$ cat src/rtl/buffet_window_reader.sv
// Read-side buffet controller: walks a KH x KW stencil window along each buffered row,
// issues head-relative read indices, passes returned data through, and shrinks one row per output row.
module buffet_window_reader #(
  parameter int DATA_WIDTH = 16,
  parameter int IDX_WIDTH  = 16,
  parameter int ROW_LEN    = 64,
  parameter int OUT_COLS   = 62,
  parameter int OUT_ROWS   = 62,
  parameter int KH         = 3,
  parameter int KW         = 3,
  parameter int MAX_OUT    = 4
) (
  input  logic                  clk_i,
  input  logic                  srst_i,
  input  logic                  start,
  output logic                  busy,
  output logic                  done,
  output logic [IDX_WIDTH-1:0]  read_idx,
  output logic                  read_idx_valid,
  input  logic                  read_idx_ready,
  output logic                  read_will_update,
  input  logic [DATA_WIDTH-1:0] read_data,
  input  logic                  read_data_valid,
  output logic                  read_data_ready,
  output logic [DATA_WIDTH-1:0] out_data,
  output logic                  out_valid,
  input  logic                  out_ready,
  output logic                  out_last,
  output logic [IDX_WIDTH-1:0]  shrink_num,
  output logic                  shrink_valid,
  input  logic                  shrink_ready
);

  localparam int YW  = (OUT_ROWS > 1) ? $clog2(OUT_ROWS) : 1;
  localparam int XW  = (OUT_COLS > 1) ? $clog2(OUT_COLS) : 1;
  localparam int KYW = (KH > 1) ? $clog2(KH) : 1;
  localparam int KXW = (KW > 1) ? $clog2(KW) : 1;
  localparam int OW  = $clog2(MAX_OUT + 1);
  localparam int PW  = (MAX_OUT > 1) ? $clog2(MAX_OUT) : 1;

  localparam logic [YW-1:0]  Y_LAST  = YW'(OUT_ROWS - 1);
  localparam logic [XW-1:0]  X_LAST  = XW'(OUT_COLS - 1);
  localparam logic [KYW-1:0] KY_LAST = KYW'(KH - 1);
  localparam logic [KXW-1:0] KX_LAST = KXW'(KW - 1);
  localparam logic [PW-1:0]  P_LAST  = PW'(MAX_OUT - 1);

  typedef enum logic [2:0] {IDLE, ISSUE, DRAIN, SHRINK, FIN} state_t;

  state_t           state_q, state_d;
  logic [YW-1:0]    y_q, y_d;
  logic [XW-1:0]    x_q, x_d;
  logic [KYW-1:0]   ky_q, ky_d;
  logic [KXW-1:0]   kx_q, kx_d;
  logic [OW-1:0]    outst_q, outst_d;
  logic [PW-1:0]    wr_ptr_q, wr_ptr_d, rd_ptr_q, rd_ptr_d;
  logic [MAX_OUT-1:0] tap_q, tap_d;

  logic idx_hs, data_hs, tap_last;

  // Data return is a pure pass-through; only the last-tap marker needs tracking.
  assign out_data         = read_data;
  assign out_valid        = read_data_valid;
  assign read_data_ready  = out_ready;
  assign read_will_update = 1'b0;

  assign read_idx = IDX_WIDTH'(ky_q) * IDX_WIDTH'(ROW_LEN) + IDX_WIDTH'(x_q) + IDX_WIDTH'(kx_q);
  assign shrink_num = shrink_valid ? IDX_WIDTH'(ROW_LEN) : '0;

  assign idx_hs   = read_idx_valid && read_idx_ready;
  // Returns arriving with nothing outstanding (e.g. after an abort) are passed but not popped.
  assign data_hs  = read_data_valid && out_ready && (outst_q != '0);
  assign tap_last = (ky_q == KY_LAST) && (kx_q == KX_LAST);
  assign out_last = (outst_q != '0) ? tap_q[rd_ptr_q] : 1'b0;

  generate
    for (genvar gi = 0; gi < MAX_OUT; gi++) begin : g_tap
      assign tap_d[gi] = (idx_hs && (wr_ptr_q == PW'(gi))) ? tap_last : tap_q[gi];
    end
  endgenerate

  always_comb begin
    wr_ptr_d = wr_ptr_q;
    rd_ptr_d = rd_ptr_q;
    outst_d  = outst_q;
    if (idx_hs)  wr_ptr_d = (wr_ptr_q == P_LAST) ? '0 : wr_ptr_q + 1'b1;
    if (data_hs) rd_ptr_d = (rd_ptr_q == P_LAST) ? '0 : rd_ptr_q + 1'b1;
    if (idx_hs && !data_hs)      outst_d = outst_q + 1'b1;
    else if (!idx_hs && data_hs) outst_d = outst_q - 1'b1;
  end

  always_comb begin
    state_d        = state_q;
    y_d            = y_q;
    x_d            = x_q;
    ky_d           = ky_q;
    kx_d           = kx_q;
    read_idx_valid = 1'b0;
    shrink_valid   = 1'b0;
    busy           = 1'b0;
    done           = 1'b0;
    unique case (state_q)
      IDLE: begin
        y_d  = '0;
        x_d  = '0;
        ky_d = '0;
        kx_d = '0;
        if (start) state_d = ISSUE;
      end
      ISSUE: begin
        busy = 1'b1;
        // Gate on the registered count so a same-cycle return cannot re-open the window.
        read_idx_valid = (outst_q < OW'(MAX_OUT));
        if (read_idx_valid && read_idx_ready) begin
          if (kx_q != KX_LAST) begin
            kx_d = kx_q + 1'b1;
          end else begin
            kx_d = '0;
            if (ky_q != KY_LAST) begin
              ky_d = ky_q + 1'b1;
            end else begin
              ky_d = '0;
              if (x_q != X_LAST) begin
                x_d = x_q + 1'b1;
              end else begin
                x_d     = '0;
                state_d = DRAIN;
              end
            end
          end
        end
      end
      DRAIN: begin
        busy = 1'b1;
        if (outst_q == '0) state_d = SHRINK;
      end
      SHRINK: begin
        busy         = 1'b1;
        shrink_valid = 1'b1;
        if (shrink_ready) begin
          if (y_q == Y_LAST) begin
            state_d = FIN;
          end else begin
            y_d     = y_q + 1'b1;
            state_d = ISSUE;
          end
        end
      end
      FIN: begin
        done    = 1'b1;
        state_d = IDLE;
      end
      default: state_d = IDLE;
    endcase
  end

  always_ff @(posedge clk_i) begin
    if (srst_i) begin
      state_q  <= IDLE;
      y_q      <= '0;
      x_q      <= '0;
      ky_q     <= '0;
      kx_q     <= '0;
      outst_q  <= '0;
      wr_ptr_q <= '0;
      rd_ptr_q <= '0;
      tap_q    <= '0;
    end else begin
      state_q  <= state_d;
      y_q      <= y_d;
      x_q      <= x_d;
      ky_q     <= ky_d;
      kx_q     <= kx_d;
      outst_q  <= outst_d;
      wr_ptr_q <= wr_ptr_d;
      rd_ptr_q <= rd_ptr_d;
      tap_q    <= tap_d;
    end
  end

endmodule
$ cat config.mk
export PLATFORM = sky130hd
export DESIGN_NAME = buffet_window_reader
export DESIGN_NICKNAME = d
export VERILOG_FILES = /design/src/rtl/buffet_window_reader.sv
export SDC_FILE = /design/constraint.sdc
export NUM_CORES = 1
export LEC_CHECK = 0
export CORE_MARGIN = 2
export CORE_UTILIZATION = 40
export CTS_CLUSTER_DIAMETER = 40
export DETAILED_ROUTE_END_ITERATION = 12
export PLACE_DENSITY_LB_ADDON = 0.12
export SETUP_SLACK_MARGIN = 0.4
export SKIP_CTS_REPAIR_TIMING = 1
export SYNTH_ARGS = -nofsm -noshare
export SYNTH_HDL_FRONTEND = slang
export SYNTH_SLANG_ARGS = --single-unit
$ cat constraint.sdc
create_clock -name clk_i -period 5 [get_ports clk_i]
set_input_delay 0.5 -clock clk_i [delete_from_list [all_inputs] [get_ports clk_i]]
set_output_delay 0.5 -clock clk_i [all_outputs]
set_load 0.02 [all_outputs]
### Word-level counts from Yosys, hierarchy flattened

Index checks and enable logic that the tools add are counted.
Widths: inputs -> output; s select.

| storage, ports and cells | value |
|---|---|
| flip-flop bits (word level) | 30 |
| input port bits | 23 |
| output and inout port bits | 56 |
| word-level logic and storage cells | 108 |

| operators by class | value |
|---|---|
| $add $sub $neg | 10 |
| magnitude comparators | 2 |
| equal/unequal tests | 22 |
| mux-type cells | 36 |
| reductions and logical operators | 26 |

Operator list:

| operator | number |
|---|---|
| $mux 6 | 6 |
| $mux 3 | 10 |
| $pmux 6 s2 | 2 |
| $ne 2x2->1 const B | 10 |
| $mux 2 | 7 |
| $add 6x1->6 const B | 2 |
| $pmux 3 s4 | 1 |
| $logic_and 1x1->1 | 11 |
| $add 9x2->10 | 1 |
| $eq 2x2->1 const B | 5 |
| $add 8x6->9 | 1 |
| $add 2x1->2 const B | 4 |
| $pmux 2 s2 | 2 |
| $mux 7 | 1 |
| $reduce_and 7->1 | 1 |
| $eq 3x2->1 const B | 2 |
| $eq 6x6->1 const B | 1 |
| $logic_not 3->1 | 2 |
| $mux 1 | 6 |
| $ne 6x6->1 const B | 1 |
| $reduce_and 3->1 | 2 |
| $reduce_bool 2->1 | 3 |
| $reduce_and 4->1 | 1 |
| $add 3x1->3 const B | 1 |
| other kinds (12) | 13 |

### Depth between registers and ports, before layout

Gate-level depths: netlist of the first run.

| logic depth | value |
|---|---|
| depth in word-level cells | 7 |
| mapped depth | 10 |
| mapped depth without buffers | 9 |

### Least setup slack after synthesis of the first run

OpenSTA, ideal clock, no wires.

| path | value |
|---|---|
| path kind | reg2reg |
| from | reg state_q[0] |
| to | reg outst_q[2] |
| setup time | 0.071 ns |
| arrival | 2.155 ns |
| required time | 4.929 ns |
| setup slack | 2.775 ns |
| stages on the path, launching flop included | 11 |
| buffers on the path | 1 |
| clock period less this slack | 2.225 ns |
| cells stage by stage | dfxtp_1 buf_4 nor3b_2 nand2_1 inv_1 ha_1 inv_1 fa_1 xor2_1 or3_1 a21oi_1 |

| between the ends | value |
|---|---|
| cells in the longest elaborated chain, start to end | 6 |
| elaborated cells on any way between the ends | 8 |
| classes of those cells | eq/ne (1); mux (2); reduce/logical (5) |

Ends and longest elaborated chain:

| item | RTL line | text |
|---|---|---|
| from (decl) | 49 | `state_t state_q, state_d;` |
| from (signal assigned) | 168 | `state_q <= state_d;` |
| $eq 3x1->1 (*) | 101 | `unique case (state_q)` |
| $mux 1 (*) | 101 |  |
| $logic_and 1x1->1 (*) | 69 | `assign idx_hs = read_idx_valid && read_idx_ready;` |
| net idx_hs | 58 | `logic idx_hs, data_hs, tap_last;` |
| $logic_not 1->1 | 88 | `else if (!idx_hs && data_hs) outst_d = outst_q - 1'b1;` |
| $logic_and 1x1->1 | 88 |  |
| $reduce_bool 2->1 (no source line) | -- |  |
| to (signal assigned) | 173 | `outst_q <= outst_d;` |
| to (decl) | 54 | `logic [OW-1:0] outst_q, outst_d;` |

The timed path passes the listed nets; every way through them passes the cells marked *.
A chain may end at the register's enable or synchronous reset.

### Worst setup path after layout of the first run

| path | value |
|---|---|
| from | in read_idx_ready |
| to | reg outst_q[2] |

| between the ends | value |
|---|---|
| cells in the longest elaborated chain, start to end | 4 |
| elaborated cells on any way between the ends | 6 |
| classes of those cells | mux (1); reduce/logical (5) |

Ends and longest elaborated chain:

| item | RTL line | text |
|---|---|---|
| from (decl) | 20 | `input logic read_idx_ready,` |
| $logic_and 1x1->1 (*) | 69 |  |
| net idx_hs | 58 |  |
| $logic_not 1->1 | 88 |  |
| $logic_and 1x1->1 | 88 |  |
| $reduce_bool 2->1 (no source line) | -- |  |

Marks and branches as above.

==> results.tsv, run 1 <==
stage	metric	value	unit
outcome	run_status	finished clean	
route	ant_nets	0	
yosys	netlist_area	2137	sq um
critical_path	critPathBufInv	3	
die	pin_count	79	
die	die_h	77.10	microns
route	post_drt_wl_per_cell	12.49	microns
grt	antenna_found_initial	0	
power_and_ir_drop	peakVddDrop	0.1426	mV
route	firstDrtPassIters	4	
yosys	ys_ff_latch	30	
clocking	cts_buffers	5	
grt	grt_pass1_vias	1467	
timing	rsz0062_at_grt	no	
yosys	yosysSeqAreaShare	0.2810	
critical_path	critPathKind	primary input to register	
power_and_ir_drop	leakagePower	0.9147	nW
route	drtIter0Drc	77	
yosys	synth.most_common_cell	buf_4	
yosys	yosysWarnings	0	
power_and_ir_drop	total_power	0.5999	mW
timing	fmax	357.3	MHz
route	via_count	1617	
yosys	synth_area_leader_cell	dfxtp_1	
critical_path	required	5190	ps
route	viasPerCell	4.975	
timing	worstMarginPinSlew	982.7	ps
final_layout	drive_gt1_frac	0.04706	
yosys	netlist.area_leader.share	0.2810	
grt	grt-ovfl-total	0	
grt	met1_usage	0.2004	
critical_path	start_kind	primary input	
timing	hold_viol_final	0	
die	dieWidth	77.10	microns
yosys	synth-edff-count	0	
grt	grt_first_pass_wirelength	6893	microns
grt	busiest_layer	met2	
die	core	5140	sq um
final_layout	fin_nets	291	
timing	slew_violations	0	
clocking	clk_latency	280	ps
grt	grt_max_degree	27	
final_layout	n_antenna_cell	0	
route	routed_wl	4060	microns
yosys	synth_cell_types	51	
power_and_ir_drop	power_density	266.2	nW/um^2
yosys	ys_async_sr_fraction	0	
placed_design	place.gp.congestion	0.7179	
yosys	synthFlopType	dfxtp_1	
critical_path	cp-end-kind	register	
critical_path	cp.arrival	2990	ps
grt	track_usage	0.1431	
clocking	ctsHtreeMaxLevel	2	
grt	globalRouteMet2Util	0.2149	
timing	clock_skew	7.428	ps
timing	setup_tns	0	ps
yosys	synth_common_cells	buf_4 (43), dfxtp_1 (30), nand3_1 (20)	
critical_path	cpMaxStageDelayCell	nor2b_1	
worst_hold_path	min_path_type	register to register	
placed_design	io_buffers	23	
die	die-area	5944	sq um
final_layout	syn2layout_area_growth	5.445	%
run	drv_cap	0	
timing	setup_violations	0	
timing	period_share	0.5597	
clocking	cts_root_buf	clkbuf_8	
timing	fin_crit	2799	ps
yosys	avgSynthCellArea	8.414	sq um
clocking	cts_tree	yes	
die	initial_core_util	0.4158	
die	row_count	26	
timing	max_slew_margin	0.3428	
clocking	clock_path_buffers	2	
critical_path	crit_path_frequent_cell	inv_1	
route	drc_errors	0	
critical_path	cp_cell_sequence	clkdlybuf4s50_1 -> nor2b_1 -> nand2_1 -> inv_1 -> ha_1 -> inv_1 -> fa_1 -> xor2_1 -> or3_1 -> a21oi_1	
clocking	numClockSinks	30	
yosys	synth.area.top_cells	dfxtp_1 (28%), buf_4 (15%), ha_1 (7.0%), nand3_1 (4.7%), a21oi_1 (4.0%)	
yosys	synthCells	254	
grt	grtUsageMet3	0.02941	
placed_design	dp_hpwl	2924	microns
critical_path	slowest_delay	490	ps
critical_path	crit_family	simple AND/OR/NAND/NOR gates	
clocking	cts.clk_slew.worst_paths	70	ps
critical_path	critPathMaxFanout	9	
## power by group
part | switching, mW | internal [mW] | leakage [nW]
combinational | 0.0757 | 0.0487 | 0.624
sequential | 0.0241 | 0.252 | 0.243
clock | 0.0889 | 0.111 | 0.0482
## flip-flops by register name (all words and copies together), names as in the netlist
| signal | count |
|---|---|
| kx_q | 2 |
| ky_q | 2 |
| state_q | 3 |
| x_q | 6 |
| y_q | 6 |
| outst_q | 3 |
| tap_q | 4 |
| wr_ptr_q | 2 |
| rd_ptr_q | 2 |
## area by class of cell
| cell class | instances | area (sq um) |
|---|---|---|
| well taps | 70 | 87.58 |
| fillers | 552 | 2887 |
| inverters | 10 | 37.54 |
| flip-flops and latches | 30 | 600.6 |
| clock buffers | 7 | 86.33 |
| repair buffers | 23 | 230.2 |
| clock inverters | 1 | 5.005 |
| multi-input cells | 184 | 1206 |
## cells by family (layout without fill, tap and decap cells)
kind of cell / Yosys count / count (layout) / synth area share
buffers and inverters: 62 / 41 / 0.1932
adders and majority gates: 14 / 14 / 0.08899
xor gates and xnor gates: 8 / 8 / 0.03279
other: 1 / 23 / 0.001755
muxes: 8 / 8 / 0.04333
and+or+nand+nor: 86 / 86 / 0.2260
DFF: 30 / 30 / 0.2810
AOI/OAI and AO/OA: 45 / 45 / 0.1329
## routing by layer
metal | vias up | share of wire
met1 | 747 | 0.49
li1 | 825 | -
met2 | 41 | 0.45
met4 | 0 | 0.0089
met3 | 4 | 0.053
met5 | - | 0
## final timing paths
check	startpoint	end	slack (ps)	cells after the start
worst min-delay path	tap_q[2]	tap_q[2]	490	2
worst min register to register	tap_q[2]	tap_q[2]	490	2
worst max-delay path	read_idx_ready	outst_q[2]	2200	10
worst max register to register	state_q[0]	outst_q[2]	2390	9
## placed cells by master, fill, tap and decap left out, drive strengths merged, types with 2 or more instances in the layout
cell type,synthesis,layout
a21o,2,2
a21oi,17,17
a31oi,4,4
and4,3,3
clkbuf,4,7
clkdlybuf4s50,0,23
conb,1,23
dfxtp,30,30
fa,2,2
ha,12,12
inv,10,10
mux2i,7,7
nand2,13,13
nand2b,2,2
nand3,20,20
nor2,17,17
nor2b,3,3
nor3,2,2
nor4,2,2
o21ai,8,8
o31a,3,3
o31ai,3,3
or3,6,6
or3b,3,3
or4,4,4
xnor2,5,5
xor2,3,3
## metrics by stage
| step | setup WS (ps) | hold slack [ps] | instance area (sq um) | instances | util |
|---|---|---|---|---|---|
| final | 2201 | 493.9 | 2253 | 325 | 0.4384 |
| after CTS | 2230 | 498.1 | 2253 | 325 | 0.4384 |
| after detailed placement | 1954 | 482.3 | 2162 | 317 | 0.4206 |
| after floorplan | 2775 | 458.2 | 2220 | 276 | - |
| after global routing | 2017 | 518.6 | 2253 | 325 | 0.4384 |
| after global placement | 2039 | 484.3 | 2162 | 317 | 0.4206 |
## tightest hold or removal path: cells and delay by family (launching register included)
| kind | cells | cell delay (ps) |
|---|---|---|
| multiplexers | 1 | 70 |
| flip-flops | 1 | 320 |
| AND/OR/NAND/NOR | 1 | 70 |
Power figures use the tool's default switching activity.
==> run 2: changes to the inputs <==
==> constraint.sdc (replaced) <==
create_clock -name clk_i -period 2.7 [get_ports clk_i]
set_input_delay 0.27 -clock clk_i [delete_from_list [all_inputs] [get_ports clk_i]]
set_output_delay 0.27 -clock clk_i [all_outputs]
set_load 0.02 [all_outputs]
==> run 2 against run 1 <==
Total power grew 89%. Worst hold slack improved by 2.3 ps. Critical path type is now register to output pin. Largest cell class unchanged. Utilization grew 1.3 points. Sequential power rose by 80%. First-iteration DRC count is 1.3% lower. Register-to-register slack worse by 1900 ps.
==> results.tsv, run 2 (same netlist as run 1, synthesis figures left out) <==
stage	metric	value	unit	change
timing	setup_violations	0		unchanged
die	pin_count	79		unchanged
critical_path	cp-end-kind	output pin		was register
final_layout	drive_gt1_frac	0.08077		was 0.04706
placed_design	dp_hpwl	2873	microns	was 2924 microns
critical_path	critPathMaxFanout	7		was 9
timing	fin_crit	2224	ps	
timing	setup_tns	0	ps	unchanged
clocking	cts.clk_slew.worst_paths	70	ps	about the same
power_and_ir_drop	seqPwrFrac	0.438		was 0.459
die	core	5140	sq um	unchanged
critical_path	r2r-start	outst_q[1]		was state_q[0]
die	die_h	77.10	microns	unchanged
power_and_ir_drop	p_int	0.7766	mW	was 0.4112 mW
timing	clock_skew	8.332	ps	was 7.428 ps
run	drv_cap	0		unchanged
placed_design	place.gp.congestion	0.7679		was 0.7179
worst_hold_path	min_path_type	register to register		unchanged
clocking	cts_buffers	5		unchanged
final_layout	final_cell_mix	dfxtp_1 (27), conb_1 (23), nand3_1 (20)		was dfxtp_1 (30), conb_1 (23), clkdlybuf4s50_1 (23)
final_layout	fin_cells	330		was 325
critical_path	ff2ff_path_depth	7		was 9
clocking	clk_latency	290	ps	was 280 ps
timing	fmax	449.6	MHz	
worst_hold_path	hold_depth	2		unchanged
timing	slew_violations	0		unchanged
placed_design	placed_area	2200	sq um	was 2162 sq um
grt	track_usage	0.1442		was 0.1431
die	die-area	5944	sq um	unchanged
critical_path	endpoint	read_idx[1]		was outst_q[2]
final_layout	n_antenna_cell	0		unchanged
final_layout	post-route-util	0.4518		was 0.4384
critical_path	slowest_delay	590	ps	was 490 ps
route	routed_wl	3978	microns	was 4060 microns
power_and_ir_drop	swShare	0.3158		was 0.3145
critical_path	start_kind	register		was primary input
timing	period_share	0.8237		
power_and_ir_drop	switching_power	0.3584	mW	was 0.1887 mW
power_and_ir_drop	peakVddDrop	0.2562	mV	was 0.1426 mV
power_and_ir_drop	leakagePower	1.087	nW	was 0.9147 nW
final_layout	top_regs	x_q x6, y_q x6, tap_q x4		unchanged
route	via_count	1634		was 1,617
critical_path	timing.rr.end	outst_q[2]		unchanged
placed_design	dpl.cell_count	322		was 317
placed_design	io_buffers	23		unchanged
final_layout	fin_area	2322	sq um	was 2253 sq um
die	initial_core_util	0.4158		unchanged
route	ant_nets	0		unchanged
grt	grt-ovfl-total	0		unchanged
power_and_ir_drop	pwr-share-comb	0.228		was 0.207
outcome	run_status	finished clean		unchanged
power_and_ir_drop	clkPwrFrac	0.334		was 0.333
timing	max_slew_margin	0.5951		was 0.3428
route	viasPerCell	4.952		was 4.975
grt	met1_usage	0.1881		was 0.2004
final_layout	nFillCells	538		was 552
clocking	numClockSinks	30		unchanged
critical_path	cpMaxStageDelayCell	clkdlybuf4s50_1		was nor2b_1
route	post_drt_wl_per_cell	12.05	microns	was 12.49 microns
grt	busiest_layer	met2		unchanged
die	dieWidth	77.10	microns	unchanged
final_layout	fin_nets	296		was 291
grt	antenna_found_initial	0		unchanged
timing	worstMarginPinSlew	607.3	ps	was 982.7 ps
critical_path	cp_cell_sequence	ha_1 -> fa_1 -> clkdlybuf4s50_1		was clkdlybuf4s50_1 -> nor2b_1 -> nand2_1 -> inv_1 -> ha_1 -> inv_1 -> fa_1 -> xor2_1 -> or3_1 -> a21oi_1
clocking	cts_tree	yes		unchanged
timing	hold_viol_final	0		unchanged
timing	rsz0062_at_grt	yes		was no
critical_path	required	2430	ps	was 5190 ps
critical_path	critPathKind	register to output pin		was primary input to register
final_layout	syn2layout_area_growth	8.665	%	was 5.445%
grt	grt_pass1_vias	1502		was 1,467
critical_path	rrSetupSlack	510	ps	was 2390 ps
grt	grt_first_pass_wirelength	6900	microns	was 6893 microns
die	row_count	26		unchanged
clocking	cts_root_buf	clkbuf_8		unchanged
route	drtIter0Drc	76		was 77
route	drc_errors	0		unchanged
grt	grt_max_degree	27		unchanged
final_layout	final_common_cell	dfxtp_1		unchanged
grt	globalRouteMet2Util	0.2211		was 0.2149
clocking	ctsHtreeMaxLevel	2		unchanged
power_and_ir_drop	power_density	488.8	nW/um^2	was 266.2 nW/um^2
route	firstDrtPassIters	4		unchanged
grt	grtUsageMet3	0.04706		was 0.02941
critical_path	cp.arrival	1950	ps	was 2990 ps
critical_path	cp-startpoint	x_q[0]		was read_idx_ready
clocking	clock_path_buffers	2		unchanged
[run 2: changes by cell type in the layout (fill, tap and decap cells not counted)]
cell             change
buf_4                +5
clkdlybuf4s50_1      -8
dfxtp_1              -3
dfxtp_2              +3
dlymetal6s2s_1       +8
o311ai_1             -1
o311ai_2             +1
[run 2: critical path: cells and delay by family (launching register included)]
family / cells / cell delay, ps
fa+ha+maj: 2 / 710
flops: 1 / 360
buf+inv: 1 / 590
[run 2: power groups by stage]
stage	registers (mW)	logic (mW)	clock network, mW
CTS	0.494	0.260	0.393
detailed placement	0.504	0.259	0
global placement	0.504	0.259	0
finish	0.497	0.259	0.379
global route	0.502	0.294	0.412
floorplan	0.503	0.251	0
[run 2: routing by layer]
layer | vias up | share of wire
met1 | 758 | 0.48
met4 | 0 | 0.015
met3 | 9 | 0.051
met2 | 31 | 0.45
li1 | 836 | -
met5 | - | 0
[run 2: cell type report]
type | instances | area [sq um] | share of cell area
multi-input combinational | 184 | 1214 | 0.5226
clock inverter | 1 | 5.005 | 0.002155
inverter | 10 | 37.54 | 0.01616
timing repair buffer | 28 | 287.8 | 0.1239
tap | 70 | 87.58 | 0.03772
clock buffer | 7 | 86.33 | 0.03718
sequential | 30 | 604.3 | 0.2602
[run 2: per-stage QoR]
step	worst slack [ps]	total power, mW	hold WS [ps]
floorplan	474.6	0.7542	458.2
global placement	361.1	0.7637	482.9
detailed placement	331.2	0.7628	490.9
CTS	214.9	1.147	505.4
global route	309.7	1.209	522.1
finish	476.0	1.135	496.2
[run 2: worst min-delay path by stage]
stage                  start        to  slack [ps]
floorplan           tap_q[2]  tap_q[2]         460
global placement    tap_q[3]  tap_q[3]         480
detailed placement  tap_q[2]  tap_q[2]         490
CTS                 tap_q[2]  tap_q[2]         510
global route        tap_q[0]  tap_q[0]         520
finish              tap_q[3]  tap_q[3]         500
==> run 3: changes to the inputs <==
==> constraint.sdc (replaced) <==
create_clock -name clk_i -period 2.07 [get_ports clk_i]
set_input_delay 0.207 -clock clk_i [delete_from_list [all_inputs] [get_ports clk_i]]
set_output_delay 0.207 -clock clk_i [all_outputs]
set_load 0.02 [all_outputs]
==> run 3 against run 2 <==
Global-route usage up 0.67 points. Total power is 37% higher. Sequential power increased by 31%. Via count increased by 8.1%. Critical endpoint is now outst_q[2]. Largest cell class unchanged. Largest power group unchanged. First-iteration DRC count fell by 26%.
==> results.tsv, run 3 (same netlist as run 1, synthesis figures left out) <==
stage	metric	value	unit	change
outcome	run_status	finished clean		unchanged
grt	track_usage	0.1508		was 0.1442
die	core	5140	sq um	unchanged
grt	grt_max_degree	14		was 27
placed_design	io_buffers	23		unchanged
timing	rsz0062_at_grt	yes		unchanged
power_and_ir_drop	power_density	589.2	nW/um^2	was 488.8 nW/um^2
final_layout	nFillCells	532		was 538
die	row_count	26		unchanged
final_layout	final_cell_mix	buf_4 (40), conb_1 (23), dfxtp_1 (21)		was dfxtp_1 (27), conb_1 (23), nand3_1 (20)
route	via_count	1767		was 1,634
timing	setup_ws	181.8	ps	was 476.0 ps
route	routed_wl	4554	microns	was 3978 microns
critical_path	crit_family	simple AND/OR/NAND/NOR gates		was adder cells
critical_path	start_kind	register		unchanged
timing	hold_viol_final	0		unchanged
critical_path	critPathKind	register to register		was register to output pin
clocking	cts.clk_slew.worst_paths	70	ps	about the same
route	ant_nets	0		unchanged
critical_path	required	2280	ps	was 2430 ps
timing	period_share	0.9122		
final_layout	top_regs	x_q x6, y_q x6, tap_q x4		unchanged
final_layout	fin_area	2641	sq um	was 2322 sq um
critical_path	cp.arrival	2100	ps	was 1950 ps
timing	holdWs	414.0	ps	was 496.2 ps
critical_path	slowest_delay	370	ps	was 590 ps
final_layout	drive_gt1_frac	0.3090		was 0.08077
critical_path	critPathMaxFanout	6		was 7
grt	antenna_found_initial	0		unchanged
die	die-area	5944	sq um	unchanged
critical_path	cp_cell_sequence	nor3b_4 -> nand2_2 -> inv_2 -> ha_4 -> inv_2 -> fa_2 -> xor2_1 -> or3_1 -> a21oi_1		was ha_1 -> fa_1 -> clkdlybuf4s50_1
die	die_h	77.10	microns	unchanged
placed_design	dp_hpwl	3277	microns	was 2873 microns
critical_path	critPathBufInv	2		was 1
final_layout	syn2layout_area_growth	23.59	%	was 8.665%
power_and_ir_drop	total_power	1.556	mW	was 1.135 mW
clocking	numClockSinks	30		unchanged
final_layout	post-route-util	0.5139		was 0.4518
die	pin_count	79		unchanged
clocking	cts_root_buf	clkbuf_8		unchanged
power_and_ir_drop	leakagePower	1.194	nW	was 1.087 nW
timing	fmax	529.6	MHz	
route	viasPerCell	4.936		was 4.952
clocking	clock_path_buffers	2		unchanged
timing	clock_skew	6.056	ps	was 8.332 ps
route	drc_errors	0		unchanged
critical_path	cpMaxStageDelayCell	dfxtp_4		was clkdlybuf4s50_1
clocking	ctsHtreeMaxLevel	2		unchanged
grt	grt_pass1_vias	1613		was 1,502
clocking	clk_latency	280	ps	was 290 ps
clocking	cts_buffers	5		unchanged
grt	grt_first_pass_wirelength	7327	microns	was 6900 microns
clocking	cts_tree	yes		unchanged
placed_design	place_ws	-156.9	ps	was 331.2 ps
critical_path	cp-end-kind	register		was output pin
route	drtIter0Drc	56		was 76
grt	grt-ovfl-total	0		unchanged
placed_design	place.gp.congestion	0.7966		was 0.7679
worst_hold_path	min_path_type	primary input to output pin		was register to register
timing	fin_crit	1888	ps	
run	drv_cap	0		unchanged
critical_path	crit_path_frequent_cell	inv_2		
power_and_ir_drop	peakVddDrop	0.2645	mV	was 0.2562 mV
route	post_drt_wl_per_cell	12.72	microns	was 12.05 microns
route	firstDrtPassIters	4		unchanged
final_layout	final_common_cell	buf_4		was dfxtp_1
final_layout	fin_nets	325		was 296
final_layout	n_antenna_cell	0		unchanged
critical_path	rrSetupSlack	180	ps	was 510 ps
timing	setup_violations	0		unchanged
die	initial_core_util	0.4158		unchanged
placed_design	placed_area	2347	sq um	was 2200 sq um
die	dieWidth	77.10	microns	unchanged
timing	slew_violations	0		unchanged
## run 3: power breakdown
group	total [mW]	leakage, nW	switching, mW	internal (mW)
Combinational	0.466	0.903	0.247	0.219
Clock	0.442	0.0438	0.217	0.225
Sequential	0.649	0.248	0.0393	0.609
Total	1.56	1.19	0.503	1.05
## run 3: final cells by class
type / instances / area [sq um] / area share
clock buffers: 5 / 68.82 / 0.02605
clock inverters: 2 / 10.01 / 0.003790
inverters: 10 / 37.54 / 0.01421
multi-input cells: 184 / 1346 / 0.5097
flip-flops and latches: 30 / 621.8 / 0.2354
well taps: 70 / 87.58 / 0.03316
repair buffers: 57 / 469.2 / 0.1776
## run 3: final timing paths
check / from / to / cells past startpoint
worst min register to register: wr_ptr_q[0] / wr_ptr_q[0] / 2
worst max-delay path: state_q[0] / outst_q[2] / 9
worst min-delay path: read_data[12] / out_data[12] / 0
worst max register to register: state_q[0] / outst_q[2] / 9
## run 3: worst reg2reg max path, delay by kind of cell (launching register included)
family / cells / cell delay [ps]
buf+inv: 2 / 100
fa+ha+maj: 2 / 460
simple gates: 3 / 600
xor+xnor: 1 / 150
flops: 1 / 370
compound gates: 1 / 130
## run 3: stage by stage
stage / setup TNS (ps) / std cells
after global routing: 0 / 358
after CTS: -1742 / 346
after detailed placement: -156.9 / 339
after global placement: -114.4 / 339
final: 0 / 358
after floorplan: 0 / 276
## run 3: metal layers
| metal | part of all wire | wire length (microns) | global-route usage | vias to the layer above |
|---|---|---|---|---|
| met4 | 0.013 | 57 | 0.05357 | 0 |
| met1 | 0.48 | 2196 | 0.1974 | 828 |
| met3 | 0.036 | 163 | 0.03882 | 7 |
| li1 | - | - | - | 896 |
| met2 | 0.47 | 2137 | 0.2404 | 36 |
| met5 | 0 | 0 | 0 | - |
